[src/rtl/udp_pkt_gen_pkg.sv]
// udp_pkt_gen_pkg: shared types and constants for the UDP traffic generator.
package udp_pkt_gen_pkg;
    typedef enum logic [1:0] {ST_IDLE, ST_HDR, ST_PAYLOAD, ST_GAP} udp_pkt_gen_state_t;
    typedef enum logic {MODE_CONST, MODE_INCR} udp_pkt_gen_mode_t;
    localparam int UDP_HDR_BYTES = 8;
    localparam int SEQ_BYTES = 4;
endpackage

[src/rtl/udp_pkt_gen_payload.sv]
// udp_pkt_gen_payload: selects the payload byte for a given index.
// Bytes 0..3 carry the big-endian sequence number; later bytes are fill or (index-4) mod 256.
module udp_pkt_gen_payload
    import udp_pkt_gen_pkg::*;
#(
    parameter int IDX_W = 11
) (
    input  logic [IDX_W-1:0]  idx,
    input  logic [31:0]       seq,
    input  udp_pkt_gen_mode_t mode,
    input  logic [7:0]        fill,
    output logic [7:0]        data
);
    logic [7:0] seq_byte;
    logic [7:0] ramp;

    always_comb begin
        seq_byte = idx[1:0] == 2'd0 ? seq[31:24] :
                   idx[1:0] == 2'd1 ? seq[23:16] :
                   idx[1:0] == 2'd2 ? seq[15:8]  : seq[7:0];
        ramp     = 8'(idx) - 8'(SEQ_BYTES);
        data     = idx < IDX_W'(SEQ_BYTES) ? seq_byte : mode == MODE_INCR ? ramp : fill;
    end
endmodule

[src/rtl/udp_pkt_gen.sv]
// udp_pkt_gen: UDP traffic generator driving the stack's TX header/payload streams.
// Each payload begins with a 32-bit sequence number; RX traffic is accepted and dropped.
module udp_pkt_gen
    import udp_pkt_gen_pkg::*;
#(
    parameter int          PAYLOAD_LEN_MAX = 1472,
    parameter logic [31:0] SOURCE_IP       = {8'd192, 8'd168, 8'd1, 8'd128},
    parameter logic [31:0] DEST_IP         = {8'd192, 8'd168, 8'd1, 8'd2},
    parameter logic [15:0] SOURCE_PORT     = 16'd1234,
    parameter logic [15:0] DEST_PORT       = 16'd5678,
    parameter logic [7:0]  TTL             = 8'd64,
    parameter logic [7:0]  FILL_BYTE       = 8'h45,
    localparam int         LEN_W           = $clog2(PAYLOAD_LEN_MAX + 1)
) (
    input  logic             clk,
    input  logic             reset_n,
    output logic             tx_hdr_valid,
    input  logic             tx_hdr_ready,
    output logic [31:0]      tx_hdr_ip_src,
    output logic [31:0]      tx_hdr_ip_dst,
    output logic [15:0]      tx_hdr_src_port,
    output logic [15:0]      tx_hdr_dst_port,
    output logic [15:0]      tx_hdr_length,
    output logic [15:0]      tx_hdr_checksum,
    output logic [7:0]       tx_hdr_ttl,
    output logic [5:0]       tx_hdr_ip_dscp,
    output logic [1:0]       tx_hdr_ip_ecn,
    output logic [7:0]       tx_tdata,
    output logic             tx_tvalid,
    input  logic             tx_tready,
    output logic             tx_tlast,
    output logic             tx_tuser,
    input  logic             rx_hdr_valid,
    output logic             rx_hdr_ready,
    input  logic [7:0]       rx_tdata,
    input  logic             rx_tvalid,
    output logic             rx_tready,
    input  logic             rx_tlast,
    input  logic             enable,
    input  logic             mode,
    input  logic [LEN_W-1:0] payload_len,
    input  logic [15:0]      gap_cycles,
    output logic [31:0]      pkt_count,
    output logic             busy
);
    udp_pkt_gen_state_t state, state_nxt;
    udp_pkt_gen_mode_t  mode_r;
    logic [LEN_W-1:0]   len_eff, len_r, idx, idx_nxt;
    logic [31:0]        seq_r;
    logic [15:0]        gap_cnt;
    logic [7:0]         byte_nxt;
    logic               start, hdr_hs, byte_hs, last_hs;
    logic               rx_unused;

    assign len_eff  = payload_len == '0 ? LEN_W'(1) :
                      payload_len > LEN_W'(PAYLOAD_LEN_MAX) ? LEN_W'(PAYLOAD_LEN_MAX) : payload_len;
    assign start    = state == ST_IDLE && enable;
    assign hdr_hs   = tx_hdr_valid && tx_hdr_ready;
    assign byte_hs  = tx_tvalid && tx_tready;
    assign last_hs  = byte_hs && tx_tlast;
    // The selector looks one byte ahead so tdata can be registered.
    assign idx_nxt  = state == ST_HDR ? '0 : idx + 1'b1;

    assign tx_hdr_ip_src   = SOURCE_IP;
    assign tx_hdr_ip_dst   = DEST_IP;
    assign tx_hdr_src_port = SOURCE_PORT;
    assign tx_hdr_dst_port = DEST_PORT;
    assign tx_hdr_checksum = '0;
    assign tx_hdr_ttl      = TTL;
    assign tx_hdr_ip_dscp  = '0;
    assign tx_hdr_ip_ecn   = '0;
    assign tx_tuser        = 1'b0;
    assign rx_unused       = ^{rx_hdr_valid, rx_tdata, rx_tvalid, rx_tlast};

    udp_pkt_gen_payload #(.IDX_W(LEN_W)) u_payload (
        .idx  (idx_nxt),
        .seq  (seq_r),
        .mode (mode_r),
        .fill (FILL_BYTE),
        .data (byte_nxt)
    );

    always_ff @(posedge clk or negedge reset_n) begin
        if (!reset_n)
            state <= ST_IDLE;
        else
            state <= state_nxt;
    end

    always_comb begin
        state_nxt = state;
        case (state)
            ST_IDLE:    state_nxt = enable ? ST_HDR : ST_IDLE;
            ST_HDR:     state_nxt = hdr_hs ? ST_PAYLOAD : ST_HDR;
            ST_PAYLOAD: state_nxt = !last_hs ? ST_PAYLOAD : gap_cycles != '0 ? ST_GAP : ST_IDLE;
            ST_GAP:     state_nxt = gap_cnt == 16'd1 ? ST_IDLE : ST_GAP;
            default:    state_nxt = ST_IDLE;
        endcase
    end

    always_comb begin
        busy         = state != ST_IDLE;
        rx_hdr_ready = 1'b1;
        rx_tready    = 1'b1;
    end

    always_ff @(posedge clk or negedge reset_n) begin
        if (!reset_n) begin
            mode_r        <= MODE_CONST;
            len_r         <= '0;
            seq_r         <= '0;
            idx           <= '0;
            gap_cnt       <= '0;
            pkt_count     <= '0;
            tx_hdr_valid  <= 1'b0;
            tx_hdr_length <= '0;
            tx_tdata      <= '0;
            tx_tvalid     <= 1'b0;
            tx_tlast      <= 1'b0;
        end else begin
            if (start) begin
                mode_r        <= udp_pkt_gen_mode_t'(mode);
                len_r         <= len_eff;
                seq_r         <= pkt_count;
                tx_hdr_length <= 16'(len_eff) + 16'(UDP_HDR_BYTES);
                tx_hdr_valid  <= 1'b1;
            end
            if (hdr_hs)
                tx_hdr_valid <= 1'b0;
            if (hdr_hs || (byte_hs && !tx_tlast)) begin
                idx       <= idx_nxt;
                tx_tdata  <= byte_nxt;
                tx_tvalid <= 1'b1;
                tx_tlast  <= idx_nxt == len_r - 1'b1;
            end else if (last_hs) begin
                tx_tvalid <= 1'b0;
                tx_tlast  <= 1'b0;
                pkt_count <= pkt_count + 1'b1;
                gap_cnt   <= gap_cycles;
            end else if (state == ST_GAP) begin
                gap_cnt <= gap_cnt - 1'b1;
            end
        end
    end
endmodule

[config.mk]
export PLATFORM = sky130hd
export DESIGN_NAME = udp_pkt_gen
export DESIGN_NICKNAME = d
export VERILOG_FILES = /design/src/rtl/udp_pkt_gen_pkg.sv /design/src/rtl/udp_pkt_gen_payload.sv /design/src/rtl/udp_pkt_gen.sv
export SDC_FILE = /design/constraint.sdc
export NUM_CORES = 1
export LEC_CHECK = 0
export ABC_CLOCK_PERIOD_IN_PS = 2300
export CORE_MARGIN = 4
export CORE_UTILIZATION = 40
export DETAILED_ROUTE_END_ITERATION = 12
export PLACE_DENSITY = 0.73
export SLEW_MARGIN = 20
export SYNTH_ARGS = -nofsm -noshare
export SYNTH_HDL_FRONTEND = slang
export SYNTH_SLANG_ARGS = --single-unit
[constraint.sdc]
create_clock -name clk -period 2.3 [get_ports clk]
set_input_delay 0.69 -clock clk [delete_from_list [all_inputs] [get_ports clk]]
set_output_delay 0.69 -clock clk [all_outputs]
set_load 0.05 [all_outputs]
==> results.tsv <==
stage	metric	value	unit
cells_and_area	drive_gt1_frac	0.197	
timing	fin_skew	0.0110	ns
clocking	holdBufCountCts	0	
clocking	clk_pin_slew	0.06	ns
yosys	synthDistinctLibCells	65	
setup_path	crit_slowest_cell	clkdlybuf4s50_1	
setup_path	end_kind	output port	
route	post_drt_wl_per_cell	15.3	µm
setup_path	critPathMaxStageDelay	0.81	ns
cells_and_area	area_growth_syn_to_layout	22.4	%
clocking	cts_buffers	17	
setup_path	cp_top_family	buffers and inverters	
setup_path	cp_max_fo	2	
yosys	yosys_warnings	0	
die	die_x	146	µm
flow_run	max_cap_violations	0	
yosys	synth.area.top_cells	dfrtp_1 (41%), buf_4 (14%), nand2_1 (9.2%), xnor2_1 (4.1%), xor2_1 (3.1%)	
yosys	yosys.area.top_type	dfrtp_1	
grt	overflow	0	
timing	slew_viol_final	0	
cells_and_area	regArea	3130	µm²
setup_path	reg2reg_slack	0.08	ns
setup_path	worstReg2RegEnd	tx_tdata[5]	
route	postRouteAntennaNets	0	
timing	finalHoldViolations	0	
cells_and_area	finish.instance_area	9380	µm²
setup_path	r2r_start	idx[0]	
run_status	outcome	completed	
yosys	yosysSeqAreaShare	0.408	
die	coreArea	18800	µm²
setup_path	worstPathRequired	1.61	ns
grt	grt_max_degree	60	
die	die_h	146	µm
clocking	cts.sinks	125	
setup_path	path_class	reg -> out	
die	ioPinCount	235	
die	initial_core_util	0.408	
die	die-area	21400	µm²
route	vias	6325	
grt	antenna_found_initial	0	
timing	clock.fmax	443	MHz
die	rows	50	
route	drt_iter0_drc	373	
placement	post-dp-hpwl	14000	µm
clocking	root_buffer	clkbuf_16	
setup_path	r2r_cells	9	
grt	grt_pass1_vias	5940	
hold_path	hp-class	in -> async	
cells_and_area	n_antenna_cell	0	
cells_and_area	multi_input_comb_area	3920	µm²
route	drc_errors	0	
cells_and_area	final.fill_count	1795	
setup_path	cp_cell_sequence	clkdlybuf4s50_1	
placement	globalplace.congestion	0.826	
route	drt-total-wl	19600	µm
timing	tns	0	ns
yosys	avgSynthCellArea	8.59	µm²
setup_path	timing.critical_path.buf_inv	1	
cells_and_area	final_nets	1086	
pwr	total_power	7.85	mW
yosys	synth_edf_count	0	
placement	portBuffers	88	
clocking	clock_latency	0.42	ns
yosys	synth_common_cells	nand2_1 (188), buf_4 (140), dfrtp_1 (125), o21ai_0 (47), nor2_1 (46)	
timing	setup_violations	0	
placement	dp.cells	1248	
yosys	synthArstFlopShare	1.00	
route	drt_pre_antenna_iters	8	
route	routed_via_density	4.94	
setup_path	worstPathArrival	1.57	ns
pwr	p_per_area	837	nW/µm²
cells_and_area	final_util	0.500	
placement	place_area	8680	µm²
timing	worst_pin_slew	0.522	ns
pwr	peakVddDrop	0.000448	V
yosys	yosysTopAreaCellShare	0.408	
clocking	cts_tree	built	
yosys	synth_seq_cells	125	
yosys	synth.most_common_cell	nand2_1	
grt	grt_usage	0.174	
grt	grt_pass1_wl	30300	µm
cells_and_area	fin_cells	1281	
setup_path	start_kind	register	
timing	slew_headroom	0.652	
timing	period_needed	2.26	ns
yosys	syn_inst	892	
pwr	p_leak	4.70	nW
timing	period_share	0.982	
yosys	synth-main-ff-cell	dfrtp_1	
yosys	syn_area	7660	µm²
clocking	htreeDepth	4	
clocking	cts.path.max_buffers	2	
[metal layers]
layer  track usage  wire [µm]  vias up
met1         0.222       8270     3048
met2         0.292       9810      207
met3        0.0416       1060       40
li1              -          -     3030
met5             0          0        -
met4        0.0550        452        0
[layout by cell type (no fill, tap or decap), types with 10 or more instances in the layout]
cell / n
nor2_1: 43
a21oi_1: 30
clkbuf_16: 17
mux2i_1: 10
conb_1: 135
buf_4: 122
nor3_1: 15
o21ai_0: 46
clkdlybuf4s50_1: 30
nand4_1: 15
nand2_1: 186
xor2_1: 27
dfrtp_1: 121
inv_1: 10
xnor2_1: 34
nand3_1: 27
[sequential cells by signal, summed over array words and instances (netlist names)]
| name | count |
|---|---|
| seq_r | 32 |
| tx_tvalid | 1 |
| len_r | 11 |
| state | 2 |
| mode_r | 1 |
| tx_tdata | 8 |
| gap_cnt | 16 |
| idx | 11 |
| tx_hdr_valid | 1 |
| tx_hdr_length | 9 |
| tx_tlast | 1 |
| pkt_count | 32 |
[stage by stage]
stage	setup WS, ns	hold WS (ns)
finish	0.0406	0.105
global route	-0.0234	0.0959
CTS	0.0000868	0.0961
detailed placement	-0.504	0.464
global placement	-0.426	0.459
floorplan	-0.0204	0.394
[layout make-up]
type	instances	share of cell area
Clock buffer	21	0.0480
Clock inverter	10	0.00974
Inverter	10	0.00400
Multi-Input combinational cell	710	0.418
Sequential cell	125	0.334
Tap cell	234	0.0312
Timing Repair Buffer	171	0.155
[worst max path at each step]
stage                            from                end  slack [ns]  depth (start not counted)
floorplan                      idx[0]        tx_tdata[5]       -0.02                         10
global placement            tx_tready      pkt_count[23]       -0.43                          8
detailed placement     payload_len[0]   tx_hdr_length[9]       -0.50                          9
CTS                            idx[0]        tx_tdata[5]     0.00009                          9
global route           payload_len[2]   tx_hdr_length[9]       -0.02                          9
finish              tx_hdr_length[11]  tx_hdr_length[11]        0.04                          1
[timing repair]
action,4_1_cts,5_1_grt
buffers inserted,0,2
pin swaps,1,10
setup endpoints to repair,16,22
gates resized for setup,11,35
cloned,0,0
[power breakdown]
part / switching, mW / internal, mW
registers: 0.265 / 2.42
clock network: 0.994 / 1.51
logic: 1.74 / 0.931
total: 3.00 / 4.85
[cells by family after synthesis]
kind of cell,after synthesis,share of synthesized area
other cells,2,0.000980
mux,14,0.0189
buf+inv,190,0.165
fa+ha+maj,7,0.0114
flops,125,0.408
simple gates,357,0.215
xor+xnor,63,0.0720
compound gates,134,0.108
No activity file was read; power rests on OpenSTA's default activity.
